<file path="src/rtl/fifo_rr_read_arbiter_pkg.sv">
// Shared types and helpers for the FIFO read-side arbiter.
// Holds the FSM encoding and the ceil-log2 helper.
package fifo_arb_pkg;

  typedef enum logic {
    ST_ARB   = 1'b0,
    ST_BURST = 1'b1
  } state_t;

  // ceil(log2(v)); clogb2(1) = 0
  function automatic int clogb2(input int v);
    int r;
    r = 0;
    for (int i = 0; i < 31; i++) begin
      if ((1 << i) < v) r = i + 1;
    end
    return r;
  endfunction

endpackage

</file>
<file path="src/rtl/fifo_rr_read_arbiter_rr_pick.sv">
// Combinational round-robin picker.
// Returns the first requester strictly after last in cyclic order.
module rr_pick
  import fifo_arb_pkg::*;
#(
  parameter int N = 4,
  parameter int W = clogb2(N)
) (
  input  logic [N-1:0] req,
  input  logic [W-1:0] last,
  output logic [W-1:0] grant,
  output logic         any
);

  logic [W-1:0] idx;

  // N is a power of two, so W-bit wrap gives the cyclic order
  always_comb begin
    idx   = '0;
    grant = last;
    any   = 1'b0;
    for (int i = 1; i <= N; i++) begin
      idx = last + W'(i);
      if (!any && req[idx]) begin
        grant = idx;
        any   = 1'b1;
      end
    end
  end

endmodule

</file>
<file path="src/rtl/fifo_rr_read_arbiter.sv">
// Round-robin burst scheduler over CH_NUM async FIFO read ports.
// Drains each grant into a 2-entry valid/ready output buffer.
module fifo_rr_read_arbiter
  import fifo_arb_pkg::*;
#(
  parameter int CH_NUM     = 4,
  parameter int DATA_WIDTH = 8,
  parameter int NUM_WIDTH  = 11,
  parameter int BURST_LEN  = 16,
  parameter int CH_W       = clogb2(CH_NUM)
) (
  input  logic                           sys_clk_i,
  input  logic                           sys_rst_i,
  input  logic [CH_NUM-1:0]              ch_en_i,
  input  logic [CH_NUM*NUM_WIDTH-1:0]    fifo_num_i,
  input  logic [CH_NUM*DATA_WIDTH-1:0]   fifo_dout_i,
  output logic [CH_NUM-1:0]              fifo_rd_en_o,
  output logic                           m_valid_o,
  input  logic                           m_ready_i,
  output logic [DATA_WIDTH-1:0]          m_data_o,
  output logic [CH_W-1:0]                m_chan_o,
  output logic                           m_last_o,
  output logic                           busy_o
);

  localparam int BW = clogb2(BURST_LEN) + 1;
  localparam logic [BW-1:0] BEAT_MAX = BW'(BURST_LEN - 1);
  localparam logic [NUM_WIDTH-1:0] NUM_ONE = NUM_WIDTH'(1);

  typedef struct packed {
    logic [DATA_WIDTH-1:0] data;
    logic [CH_W-1:0]       chan;
    logic                  last;
  } ent_t;

  state_t state, nxt;

  logic [CH_W-1:0] grant, last_grant, pick;
  logic [BW-1:0]   beat;
  logic            any;

  logic [NUM_WIDTH-1:0]  num_a  [CH_NUM];
  logic [DATA_WIDTH-1:0] dout_a [CH_NUM];
  logic [CH_NUM-1:0]     cand;
  logic [NUM_WIDTH-1:0]  num_g;

  logic            infl_v;
  logic [CH_W-1:0] infl_c;
  logic            infl_l;

  ent_t       b0, b1, w;
  logic [1:0] cnt;
  logic       pop, cap;
  logic [2:0] occ;
  logic       credit_ok;
  logic       issue, tag_last;
  logic [CH_NUM-1:0] rd_en;

  for (genvar k = 0; k < CH_NUM; k++) begin : g_unpack
    assign num_a[k]  = fifo_num_i[k*NUM_WIDTH +: NUM_WIDTH];
    assign dout_a[k] = fifo_dout_i[k*DATA_WIDTH +: DATA_WIDTH];
    assign cand[k]   = ch_en_i[k] & (num_a[k] != '0);
  end

  rr_pick #(
    .N (CH_NUM),
    .W (CH_W)
  ) u_pick (
    .req   (cand),
    .last  (last_grant),
    .grant (pick),
    .any   (any)
  );

  assign num_g = num_a[grant];

  assign pop = m_valid_o & m_ready_i;
  assign cap = infl_v;
  assign occ = {1'b0, cnt} + {2'b0, infl_v} - {2'b0, pop};
  assign credit_ok = (occ <= 3'd1);

  assign w.data = dout_a[infl_c];
  assign w.chan = infl_c;
  assign w.last = infl_l;

  // State register
  always_ff @(posedge sys_clk_i) begin
    if (sys_rst_i) state <= ST_ARB;
    else           state <= nxt;
  end

  // Next state and read issue; a read needs data and buffer credit
  always_comb begin
    nxt      = state;
    issue    = 1'b0;
    tag_last = 1'b0;
    rd_en    = '0;
    unique case (state)
      ST_ARB: begin
        if (any) nxt = ST_BURST;
      end
      ST_BURST: begin
        tag_last = (beat == BEAT_MAX) | (num_g == NUM_ONE);
        if (num_g == '0) begin
          nxt = ST_ARB;
        end else if (credit_ok) begin
          issue        = 1'b1;
          rd_en[grant] = 1'b1;
          if (tag_last) nxt = ST_ARB;
        end
      end
      default: nxt = ST_ARB;
    endcase
  end

  // Grant, round-robin pointer and beat count
  always_ff @(posedge sys_clk_i) begin
    if (sys_rst_i) begin
      grant      <= '0;
      last_grant <= CH_W'(CH_NUM - 1);
      beat       <= '0;
    end else if (state == ST_ARB) begin
      if (any) begin
        grant      <= pick;
        last_grant <= pick;
        beat       <= '0;
      end
    end else if (issue) begin
      beat <= beat + 1'b1;
    end
  end

  // One-deep tag slot for the read whose data lands next cycle
  always_ff @(posedge sys_clk_i) begin
    if (sys_rst_i) begin
      infl_v <= 1'b0;
      infl_c <= '0;
      infl_l <= 1'b0;
    end else begin
      infl_v <= issue;
      infl_c <= grant;
      infl_l <= tag_last;
    end
  end

  // Two-entry output FIFO; b0 is the head presented downstream
  always_ff @(posedge sys_clk_i) begin
    if (sys_rst_i) begin
      cnt <= '0;
      b0  <= '0;
      b1  <= '0;
    end else begin
      unique case ({cap, pop})
        2'b10: begin
          if (cnt == 2'd0) b0 <= w;
          else             b1 <= w;
          cnt <= cnt + 2'd1;
        end
        2'b01: begin
          b0  <= b1;
          cnt <= cnt - 2'd1;
        end
        2'b11: begin
          if (cnt == 2'd1) begin
            b0 <= w;
          end else begin
            b0 <= b1;
            b1 <= w;
          end
        end
        default: ;
      endcase
    end
  end

  assign fifo_rd_en_o = rd_en;
  assign m_valid_o    = (cnt != 2'd0);
  assign m_data_o     = b0.data;
  assign m_chan_o     = b0.chan;
  assign m_last_o     = b0.last;
  assign busy_o       = (state == ST_BURST) | infl_v | (cnt != 2'd0);

endmodule

</file>
<file path="config.mk">
export PLATFORM = sky130hd
export DESIGN_NAME = fifo_rr_read_arbiter
export DESIGN_NICKNAME = d
export VERILOG_FILES = /design/src/rtl/fifo_rr_read_arbiter_pkg.sv /design/src/rtl/fifo_rr_read_arbiter_rr_pick.sv /design/src/rtl/fifo_rr_read_arbiter.sv
export SDC_FILE = /design/constraint.sdc
export NUM_CORES = 1
export LEC_CHECK = 0
export CAP_MARGIN = 10
export CELL_PAD_IN_SITES_DETAIL_PLACEMENT = 0
export CELL_PAD_IN_SITES_GLOBAL_PLACEMENT = 1
export CORE_ASPECT_RATIO = 0.75
export CORE_UTILIZATION = 32
export DETAILED_ROUTE_END_ITERATION = 10
export PLACE_DENSITY = 0.82
export SYNTH_ARGS = -nofsm -noshare
export SYNTH_HDL_FRONTEND = slang
export SYNTH_HIERARCHICAL = 1
export SYNTH_SLANG_ARGS = --single-unit
</file>
<file path="constraint.sdc">
create_clock -name sys_clk_i -period 9 [get_ports sys_clk_i]
set_input_delay 1.8 -clock sys_clk_i [delete_from_list [all_inputs] [get_ports sys_clk_i]]
set_output_delay 1.8 -clock sys_clk_i [all_outputs]
set_load 0.005 [all_outputs]
</file>
[Word level (Yosys, flattened, before mapping)]
Index checks and enable logic that the tools add are counted.
Cells by class
  mux-type cells: 45
  multiply operators: 0
  div/mod/pow operators: 0
  bitwise operators: 11
  equal/unequal tests: 10
  $add $sub $neg: 8
  reduce and logical (&&, ||, !) cells: 23
  magnitude comparators: 9
  shift operators: 0
Operator list (number)
  11-bit two-way mux: 6
  11-bit nonzero test: 4
  11-bit one-hot mux with 3 select lines: 1
  11-bit binary-select mux with 2-bit select: 1
  11-bit one-hot mux with 2 select lines: 1
  8-bit binary-select mux with 2-bit select: 1
  1-bit two-way mux: 16
  8-bit two-way mux: 2
  2-bit by 3-bit < comparator with 1-bit output (second input constant): 5
  5-bit two-way mux: 3
  4-bit two-way mux: 3
  11-bit by 1-bit equality test with 1-bit output (second input constant): 1
  11-bit logical NOT: 1
  1-bit binary-select mux with 2-bit select: 4
  2-bit two-way mux: 4
  2-bit nonzero test: 4
  3-bit greater-or-equal comparator (second input constant): 2
  2-bit != test (second input constant): 3
  2-bit NOT with 3-bit output: 2
  2-bit AND reduction: 3
  5-bit by 1-bit adder with 5-bit output (second input constant): 1
  1-bit AND: 5
  5-bit by 4-bit equality test with 1-bit output (second input constant): 1
  2-bit by 1-bit adder with 2-bit output (second input constant): 2
  other kinds (20): 30
Storage, ports and cells
  bits of input ports: 83
  memories kept: 0
  bits in latches: 0
  bits in read-only memories: 0
  bits in writable memories: 0
  output and inout bits: 17
  flip-flop bits (word level): 38

[Longest topological paths before layout]
  word-level depth: 16
  depth in mapped cells: 12
  depth with buffers taken out: 12

[Modules after synthesis]
The synthesis kept the hierarchy.
By module, submodules not included
  fifo_rr_read_arbiter: area each 2093.3 µm², sequential area each 760.7 µm², instances 1, cells an instance 221
  rr_pick: area each 82.6 µm², sequential area each 0.0 µm², instances 1, cells an instance 14

[Worst setup path after synthesis]
No wires, ideal clock.
  kind: input -> output
  start: input port m_ready_i
  end: output port fifo_rd_en_o[0]
  stages: 10
  buffers on the path: 0
  setup slack: 3594 ps
  data arrival time: 3606 ps
  cell sequence: nor2b_1 > ha_1 > inv_1 > ha_1 > fa_1 > xnor2_1 > nor2_1 > and2_1 > o21ai_4 > nor3_1
Between the ends
  word-level cells in the longest chain between the ends: 6
RTL lines
  start: declaration: RTL line fifo_rr_read_arbiter.sv:19  | input logic m_ready_i,
  1-bit AND: RTL line fifo_rr_read_arbiter.sv:77  | assign pop = m_valid_o & m_ready_i;
  3-bit by 1-bit subtractor with 3-bit output: RTL line fifo_rr_read_arbiter.sv:79  | assign occ = {1'b0, cnt} + {2'b0, infl_v} - {2'b0, pop};
  3-bit by 1-bit less-or-equal comparator with 1-bit output: RTL line fifo_rr_read_arbiter.sv:80  | assign credit_ok = (occ <= 3'd1);
  4-bit two-way mux: RTL line fifo_rr_read_arbiter.sv:106  | end else if (credit_ok) begin
  4-bit two-way mux: RTL line fifo_rr_read_arbiter.sv:104  | if (num_g == '0) begin
  4-bit two-way mux: RTL line fifo_rr_read_arbiter.sv:98  | unique case (state)
  end: declaration: RTL line fifo_rr_read_arbiter.sv:17  | output logic [CH_NUM-1:0] fifo_rd_en_o,
No other way between the ends.

[Final worst setup path]
  start: input port m_ready_i
  end: output port fifo_rd_en_o[2]
Same word-level chain as after synthesis.

==> run_results.csv <==
group,metric,value,unit
outcome,status,"finished, final reports clean",
synthesis,yosysSeqAreaShare,35.0,%
job,cap_violations,0,
synthesis,synth_area,2180,sq um
sta,setup_violations,0,
floorplanning,pin_count,100,
drt,post_drt_wl_per_cell,14.5,um
synthesis,synth_flop_cell,"dfxtp_1",
cts,htreeDepth,2,
synthesis,ys_ff_latch,38,
synthesis,yosys.area_share.simple,17.2,%
sta,layout_min_cycle_time,6.52,ns
cts,cts_root_buf,"clkbuf_8",
sta,slew_headroom,57.3,%
critical_path,crit_type,"in2out",
hold_path,min_path_type,"reg2reg",
critical_path,worstPathRequired,7.20,ns
sta,fin_skew,0.00670,ns
placement,postPlaceCellArea,3260,sq um
synthesis,synth_xor_area_share,2.01,%
sta,worst_pin_slew,0.640,ns
hold_path,worstHoldPathCells,2,
placement,place_hpwl,4.80,mm
grt,overflow,0,
grt,grt_first_pass_wirelength,9.98,mm
cts,clk_latency,0.29,ns
grt,grt_antenna_before_repair,0,
cts,postCtsHoldBufs,0,
critical_path,reg2reg_slack,6.12,ns
sta,hold_viol,0,
cts,ctsResizeCount,0,
placement,numPortBuffers,99,
placement,pre_cts_slack,2.51,ns
sta,drv_slew,0,
cts,numCtsBuffers,5,
cts,post_cts_buffers,0,
drt,viasPerCell,4.95,
synthesis,synthesis.nets,327,
drt,drtIter0Drc,118,
synthesis,syn_area_per_cell,9.26,sq um
sta,rsz0062_at_grt,"false",
power_and_ir_drop,p_leak,1.23,nW
sta,fin_tns_setup,0,ns
floorplanning,die_h,73.4,um
finish,fin_cells,417,
finish,nets,427,
synthesis,synth_compound_area_share,17.9,%
synthesis,synth_top_family_by_area,"multiplexers",
finish,drive_gt1_share,8.63,%
synthesis,synth_cell_types,42,
placement,place_congestion,0.723,
drt,firstDrtPassIters,4,
power_and_ir_drop,irDropWorstVdd,0.0766,mV
sta,post-route-period-util,72.4,%
synthesis,synth.top_cells.by_area,"dfxtp_1 (35%), mux4_2 (11%), mux2i_1 (6.0%)",
sta,fmax,153,MHz
critical_path,path_max_fanout,8,
synthesis,synth_mux_area_share,17.9,%
cts,clk_pin_slew,0.08,ns
sta,setup_slack,2.48,ns
drt,num_vias,2066,
drt,wirelength,6.05,mm
grt,grt_max_degree,39,
cts,cts_tree,"done",
synthesis,synth_top_area_share,35.0,%
synthesis,synth_fa_ha_area_share,5.52,%
floorplanning,start_util,33.8,%
sta,fin_hold_ws,0.490,ns
drt,drcViolationCount,0,
critical_path,ff2ff_path_depth,11,
synthesis,synthCells,235,
cts,clk_path_buf_depth,2,
synthesis,yosys.area.top_type,"dfxtp_1",
synthesis,yosys_warnings,6,
floorplanning,rows,25,
critical_path,crit_end,"fifo_rd_en_o[2]",
cts,clock-sinks,38,
finish,fin_util,52.3,%
critical_path,critPathLaunchType,"primary input",
drt,ant_nets,0,
floorplanning,fp.dieArea,7140,sq um
critical_path,timing.critical_path.to_type,"output port",
critical_path,rr_endpoint,"beat[3]",
synthesis,synth-edff-count,0,
grt,grtUsageTotal,17.6,%
floorplanning,chipWidth,97.2,um
finish,area_growth,55.0,%
grt,grt_pass1_vias,1999,
critical_path,crit_start,"m_ready_i",
placement,place_inst,409,
critical_path,cp.arrival,4.72,ns
finish,finalInstanceArea,3370,sq um
synthesis,synth-async-reset-ratio,0,%
floorplanning,core_area,6440,sq um
critical_path,r2r-start,"cnt[0]",
power_and_ir_drop,total_power,770,uW
power_and_ir_drop,p_per_area,228,nW/um^2
finish,diodes,0,
## state kept, by name (all words and copies together) (netlist names)
register / count
infl_l: 1
last_grant: 2
b1: 11
m_last_o: 1
cnt: 2
m_chan_o: 2
beat: 5
state: 1
infl_c: 2
m_data_o: 8
cap: 1
grant: 2
## power by group
part           internal (mW)  switching, mW  leakage [nW]
logic                  0.202          0.179         0.867
registers              0.212         0.0337         0.311
clock network         0.0816         0.0618        0.0579
## placed cells by master (no fill, tap or decap), types with 7 or more instances in the layout
| cell type | Yosys | layout |
|---|---|---|
| a211oi_1 | 12 | 12 |
| a21oi_1 | 7 | 7 |
| a22oi_1 | 11 | 11 |
| clkdlybuf4s50_1 | 0 | 99 |
| dfxtp_1 | 38 | 38 |
| ha_1 | 8 | 8 |
| inv_1 | 15 | 15 |
| mux2i_1 | 13 | 13 |
| mux4_2 | 11 | 11 |
| nand2_1 | 16 | 16 |
| nor2_1 | 31 | 31 |
| nor3_1 | 9 | 9 |
## worst max-delay path, cell delays in order
cell,delay (ns)
clkdlybuf4s50_1,0.45
nor2b_1,0.23
ha_1,0.32
inv_1,0.08
ha_1,0.16
fa_1,0.44
nor2_1,0.14
and2_1,0.25
o21ai_4,0.14
nor3_1,0.17
clkdlybuf4s50_1,0.54
## worst min-delay path by stage
stage                 start  endpoint  slack, ns
floorplan            b1[10]    b1[10]       0.46
detailed placement    b1[1]     b1[1]       0.48
global route        beat[4]   beat[4]       0.51
global placement      b1[4]     b1[4]       0.47
finish              beat[4]   beat[4]       0.49
CTS                 beat[4]   beat[4]       0.49
## synth_stat cells, drive strengths merged, types with 3 or more instances
library cell	number
nand2	16
clkbuf	8
o211ai	3
nor2	31
ha	8
mux2i	13
nor2b	3
xor2	3
a22oi	11
nor4	4
inv	15
or3	6
o31a	4
o21ai	5
buf	3
dfxtp	38
nor3	9
mux4	11
a21oi	7
a211oi	12
## per-layer routing
layer  part of all wire [%]  up-vias  global-route usage [%]  routed length [um]
li1                       -     1057                       -                   -
met1                     50      963                    24.9                3040
met2                     46       40                    27.7                2760
met3                    3.3        6                    3.71                 200
met4                   0.88        0                    4.41                  53
met5                      0        -                       0                   0
## cells by family after synthesis
| group | Yosys count |
|---|---|
| buffers and inverters | 26 |
| adder cells (fa/ha/maj) | 9 |
| flip-flops | 38 |
| multiplexers | 25 |
| AND/OR/NAND/NOR | 80 |
| XOR/XNOR | 5 |
| AO/OA/AOI/OAI | 52 |
## cell type report
cell class                      instances  area (sq um)
Fill cell                             614          3070
Multi-Input combinational cell        171          1320
Timing Repair Buffer                  104          1030
Sequential cell                        38           761
Tap cell                               81           101
Clock buffer                            5          68.8
Inverter                               15          56.3
Clock inverter                          3          40.0
No activity file was read; power rests on OpenSTA's default activity.
